## src/rtl/instr_fetch_unit.sv

```systemverilog
// Multi-cycle instruction fetch stage: keeps the PC, issues one outstanding
// instruction-memory read at a time, buffers the returned word and presents
// it downstream over a valid/ready handshake. Execute-stage redirects take
// priority in every state and wrong-path responses are discarded.
module instr_fetch_unit #(
   parameter int               XLEN     = 32,
   parameter logic [XLEN-1:0]  RESET_PC = '0
) (
   input  logic              clk,
   input  logic              rst_n,
   // instruction memory
   output logic              imem_req,
   output logic [XLEN-1:0]   imem_addr,
   input  logic              imem_rvalid,
   input  logic [XLEN-1:0]   imem_rdata,
   // redirect from execute
   input  logic              redirect_valid,
   input  logic [XLEN-1:0]   redirect_pc,
   // downstream instruction interface
   output logic              instr_valid,
   input  logic              instr_ready,
   output logic [XLEN-1:0]   instr,
   output logic [6:0]        opcode,
   output logic [XLEN-1:0]   instr_pc
);

   typedef enum logic [1:0] {
      ST_REQ,   // issue a request for pc
      ST_WAIT,  // one request outstanding, waiting for imem_rvalid
      ST_HOLD   // buffered instruction presented downstream
   } state_t;

   state_t            state_q, state_d;
   logic [XLEN-1:0]   pc_q;
   logic              drop_q;
   logic              instr_valid_q;
   logic [XLEN-1:0]   instr_q;
   logic [XLEN-1:0]   instr_pc_q;

   logic [XLEN-1:0]   redirect_target;
   logic              fire;

   // Redirect targets are forced onto a word boundary.
   assign redirect_target = redirect_pc & ~XLEN'(3);

   // A redirect in the same cycle blocks consumption of the presented word.
   assign fire = instr_valid_q & instr_ready & ~redirect_valid;

   assign imem_req    = rst_n & (state_q == ST_REQ) & ~redirect_valid;
   assign imem_addr   = pc_q;
   assign instr_valid = instr_valid_q;
   assign instr       = instr_q;
   assign opcode      = instr_q[6:0];
   assign instr_pc    = instr_pc_q;

   // Next-state logic; a redirect always returns to (or stays in) REQ unless
   // a response is still outstanding and has not yet arrived.
   always_comb begin
      // NOTE: default first so every path assigns state_d and no latch is inferred.
      state_d = state_q;
      unique case (state_q)
         ST_REQ: begin
            if (!redirect_valid) state_d = ST_WAIT;
         end
         ST_WAIT: begin
            if (imem_rvalid) begin
               state_d = (redirect_valid || drop_q) ? ST_REQ : ST_HOLD;
            end
         end
         ST_HOLD: begin
            if (redirect_valid || fire) state_d = ST_REQ;
         end
         default: state_d = ST_REQ;
      endcase
   end

   // State register with synchronous reset.
   always_ff @(posedge clk) begin
      // NOTE: sequential state uses non-blocking assignments so all registers
      // update together from values sampled at the same edge.
      if (!rst_n) state_q <= ST_REQ;
      else        state_q <= state_d;
   end

   // PC, drop flag and instruction buffer.
   always_ff @(posedge clk) begin
      if (!rst_n) begin
         pc_q          <= RESET_PC;
         drop_q        <= 1'b0;
         instr_valid_q <= 1'b0;
         instr_q       <= '0;
         instr_pc_q    <= '0;
      end else begin
         if (redirect_valid) begin
            pc_q          <= redirect_target;
            instr_valid_q <= 1'b0;
         end
         unique case (state_q)
            ST_WAIT: begin
               if (imem_rvalid) begin
                  // The outstanding response has returned; nothing is left to discard.
                  drop_q <= 1'b0;
                  if (!drop_q && !redirect_valid) begin
                     instr_q       <= imem_rdata;
                     instr_pc_q    <= pc_q;
                     instr_valid_q <= 1'b1;
                     pc_q          <= pc_q + XLEN'(4);
                  end
               end else if (redirect_valid) begin
                  // Response to the old path is still in flight; discard it later.
                  drop_q <= 1'b1;
               end
            end
            ST_HOLD: begin
               if (fire) instr_valid_q <= 1'b0;
            end
            default: ;
         endcase
      end
   end

endmodule

```

## config.mk

```make
export PLATFORM = sky130hd
export DESIGN_NAME = instr_fetch_unit
export DESIGN_NICKNAME = d
export VERILOG_FILES = /design/src/rtl/instr_fetch_unit.sv
export SDC_FILE = /design/constraint.sdc
export NUM_CORES = 1
export LEC_CHECK = 0
export CAP_MARGIN = 20
export CORE_MARGIN = 3
export CORE_UTILIZATION = 40
export DETAILED_ROUTE_END_ITERATION = 16
export PLACE_DENSITY = 0.73
export REMOVE_ABC_BUFFERS = 1
export SYNTH_ARGS = -nofsm -noshare
export SYNTH_HDL_FRONTEND = slang
export SYNTH_SLANG_ARGS = --single-unit
```

## constraint.sdc

```tcl
create_clock -name clk -period 1.9 [get_ports clk]
set_clock_uncertainty 0.2 [all_clocks]
set_input_delay 0.475 -clock clk [delete_from_list [all_inputs] [get_ports clk]]
set_output_delay 0.475 -clock clk [all_outputs]
set_load 0.05 [all_outputs]
```

======== Yosys cells after proc, flatten, opt, wreduce, memory -nomap -nowiden ========
Index checks and enable logic that the tools add are counted.
word-level totals
  input bits .............................. 69
  memories kept ........................... 0
  bits in latches ......................... 0
  bits in registers ....................... 100
  bits in writable memories ............... 0
  bits in read-only memories .............. 0
  word-level logic and storage cells ...... 43
  output and inout port bits .............. 105
operators by class
  div/mod/pow operators ................... 0
  add/subtract/negate cells ............... 1
  reductions and logical operators ........ 10
  shifts and indexed selects .............. 0
  multiplexer cells ....................... 16
  $lt $le $gt $ge ......................... 0
  bitwise gates (word level) .............. 5
  equality and inequality tests ........... 5
  multiply operators ...................... 0
operator list
  kind                                                                    number
  32-bit two-way mux                                                      4
  32-bit by 3-bit adder with 32-bit output (second input constant)        1
  2-bit two-way mux                                                       4
  1-bit two-way mux                                                       6
  2-bit != test (second input constant)                                   3
  2-bit one-hot mux with 3 select lines                                   1
  3-bit AND reduction                                                     2
  1-bit bitwise AND                                                       4
  2-bit by 1-bit equality test with 1-bit output (second input constant)  1
  2-bit equality test (second input constant)                             1
  1-bit logical NOT                                                       2
  2-bit logical NOT                                                       1
  1-bit logical OR                                                        2
  1-bit one-hot mux with 2 select lines                                   1
  2-bit AND reduction                                                     1
  2-bit nonzero test                                                      1
  1-bit logical AND                                                       1
  1-bit NOT                                                               1

======== Logic depth before layout (Yosys ltp) ========
  depth after elaboration ................. 5
  gate-level depth with buffers ........... 8
  gate-level depth less buffers ........... 7

======== Worst setup path after synthesis ========
Ideal clock, no wire load.
  path type ............................... register to register
  start ................................... register pc_q[2] (netlist: imem_addr[2])
  end ..................................... register pc_q[18] (netlist: imem_addr[18])
  data required time ...................... 1630 ps
  path slack .............................. -476 ps
  stages on the path, launching flop included .. 7
  buffers on the path ..................... 0
  period minus slack after synthesis ...... 2376 ps
  library setup time ...................... 70 ps
  data arrival time ....................... 2107 ps
  path through ............................ dfxtp_1 > ha_1 > nand4b_1 > nor3_1 > nand4_1 > xor2_1 > a21oi_1
between the ends
  longest elaborated chain between the ends .. 4
ends and longest elaborated chain
  element                                   line  source
  start: declaration                        34    logic [XLEN-1:0] pc_q;
  start signal: assignment                  95    pc_q <= redirect_target;
  start signal: assignment                  107   pc_q <= pc_q + XLEN'(4);
  32-bit by 3-bit adder with 32-bit output  107
  32-bit two-way mux                        103   if (!drop_q && !redirect_valid) begin
  32-bit two-way mux                        100   if (imem_rvalid) begin
  32-bit two-way mux                        98    unique case (state_q)
No other way between the ends.
A chain may end at the register's enable or synchronous reset.

======== Worst setup path in the final report ========
  start ................................... register state_q[1]
  end ..................................... register pc_q[12] (netlist: imem_addr[12])
between the ends
  longest elaborated chain between the ends .. 2
ends and longest elaborated chain
  element                                         line  source
  start: declaration                              33    state_t state_q, state_d;
  start signal: assignment                        82    else state_q <= state_d;
  2-bit by 1-bit equality test with 1-bit output  98
  32-bit two-way mux                              98
No other way between the ends.

==> impl_metrics.tcl <==
set metrics [dict create \
    status "complete, but fails checks" \
    violations "negative setup slack" \
    crit_fanout 6 \
    synthMuxAreaShare 0.01155 \
    placed_area_um2 7530 \
    num-fill-cells 690 \
    antenna_found_initial 0 \
    grt_pass1_vias 4543 \
    layout_commonest_cell "nand2_1" \
    root_buffer "clkbuf_8" \
    postCtsHoldBufs 0 \
    crit_type "reg2reg" \
    die_area_um2 12410 \
    cts_max_path_buffers 2 \
    fin_area_um2 8049 \
    syn-cell-area_um2 4443 \
    layout.nets 811 \
    synth_xor_area_frac 0.05125 \
    gp_congestion 0.8321 \
    drive_gt1_frac 0.3176 \
    antenna_left 0 \
    die-height_um 111.4 \
    yosys_warnings 0 \
    fmax_mhz 518.7 \
    synth-seq-cells 100 \
    slew_headroom 0.7665 \
    syn_avg_cell_area_um2 8.399 \
    die_w_um 111.4 \
    num_rows 37 \
    syn_inst 529 \
    synth-compound-area-share 0.1819 \
    crit_path_start_kind "flip-flop" \
    viasPerCell 5.217 \
    io_buffers 171 \
    seq_area_frac_synth 0.4506 \
    hold_class "reg2reg" \
    drv_slew 0 \
    antennaDiodeCount 0 \
    period_share 1.015 \
    yosysUniqueCellTypes 49 \
    initial_core_util 0.4209 \
    cts_buffers 9 \
    maxCapViolCount 0 \
    p_total_mw 4.998 \
    hpwlAfterDp_um 10560 \
    drtPass1Iterations 4 \
    yosys.area_share.simple 0.2349 \
    min_period_ns 1.928 \
    dr.first_iter.drc_count 302 \
    track_usage 0.2300 \
    insertion_delay_ns 0.37 \
    h-tree-depth 3 \
    cts.clk_slew.worst_paths_ns 0.10 \
    pin_count 174 \
    synth_edf_count 0 \
    arrival_ns 1.97 \
    routedWlPerCell_um 17.39 \
    synth_top_family_by_area "simple AND/OR/NAND/NOR gates" \
    grt_overflow_total 0 \
    most-common-layout-cells "150 x nand2_1, 101 x buf_12, 95 x dfxtp_1" \
    fp.coreArea_um2 10560 \
    drt-total-wl_um 15290 \
    grt_max_degree 100 \
    clkSinkCount 100 \
    fin_ws_ns -0.02785 \
    num_vias 4586 \
    finalSetupViolCount 3 \
    synth_ff_type "dfxtp_1" \
    leakage_nw 3.050 \
    areaGrowthSynthToFinish_pct 81.16 \
    grt_pass1_wl_um 23210 \
    hold_viol 0 \
    rsz0062_at_grt "true" \
    synthTopCellsByArea "dfxtp_1 45%, nand2_1 13%, a21boi_0 11%" \
    tightest_slew_ns 0.3503 \
    cp.required_ns 1.95 \
    synth-adder-area-share 0.01126 \
    drcViolationCount 0 \
    synthArstFlopShare 0 \
    ir_drop_mv 0.3961 \
    power_density_nw_per_um2 621.0 \
    end_kind "flip-flop" \
    cts_tree "yes" \
    synth_top_area_cell "dfxtp_1" \
    synth_top_area_share 0.4506 \
]
timing repair:
action	4_1_cts	5_1_grt
setup endpoints to repair	69	88
pin swaps	2	19
gates cloned	1	3
setup buffers	1	6
gates resized for setup	14	52
registers in the layout, summed over array words and instances (netlist names):
signal,cells
drop_q,1
imem_addr,32
instr,32
instr_pc,32
instr_valid,1
state_q,2
final cells by class:
class	instances	area [um^2]	share of cell area
Tap cell	136	170.2	0.02114
Timing Repair Buffer	240	3304	0.4105
Inverter	7	28.78	0.003575
Sequential cell	100	2011	0.2498
Clock inverter	7	58.81	0.007306
Clock buffer	9	123.9	0.01539
Multi-Input combinational cell	380	2352	0.2922
power by group:
part	total (mW)	switching, mW	internal, mW
logic	1.44	0.722	0.715
registers	2.28	0.0892	2.19
clock network	1.28	0.788	0.497
worst max-delay path: stages, from the launching register on:
cell	delay, ns
dfxtp_2	0.35
inv_4	0.08
ha_4	0.15
buf_4	0.11
nand4b_1	0.14
nor3_2	0.22
buf_4	0.19
and3_4	0.19
xnor2_2	0.11
a21oi_2	0.07
through the flow:
step	util	setup WS [ns]	instances	hold WS, ns	setup TNS, ns
after floorplan	-	-1.583	487	0.3143	-96.25
after global placement	0.7134	-0.4003	852	0.2511	-33.19
after detailed placement	0.7134	-0.4605	852	0.2674	-37.60
after CTS	0.7385	-0.05889	870	0.2806	-0.3345
after global routing	0.7626	-0.1032	879	0.3029	-0.9210
final	0.7626	-0.02785	879	0.2749	-0.05595
layer usage:
metal  vias up  wire (um)  global-route usage
met5         -          0                   0
met4         0        294             0.07137
met3        26        942             0.04946
met2       174       7645              0.3953
met1      2191       6404              0.2895
li1       2195          -                   -
cell usage after synthesis, types with 2 or more instances:
cell,count
nand2_1,151
dfxtp_1,100
a21boi_0,64
o21ai_0,32
clkbuf_1,29
a21oi_1,19
xnor2_1,13
xor2_1,13
nand3_1,12
and2_1,8
nand4_1,8
buf_4,7
inv_1,6
nor3_1,6
nor4_1,5
and3_1,4
ha_1,4
mux2i_1,4
nor2_1,4
nor2b_1,4
and3_2,3
a31oi_1,2
buf_2,2
nor4_4,2
o21ai_1,2
or3_1,2
kinds of logic (layout without fill, tap and decap cells):
group           count (synthesis)  after routing
compound gates                125            125
xor+xnor                       26             26
flops                         100            100
simple gates                  220            220
mux                             5              5
buf+inv                        49            263
fa+ha+maj                       4              4
worst paths after layout:
path | start | end | slack, ns | cells past startpoint
hold reg to reg | instr_pc[11] | instr_pc[11] | 0.27 | 2
setup / recovery | state_q[1] | imem_addr[12] | -0.03 | 9
setup reg to reg | state_q[1] | imem_addr[12] | -0.03 | 9
hold / removal | instr_pc[11] | instr_pc[11] | 0.27 | 2
Power figures use the tool's default switching activity.
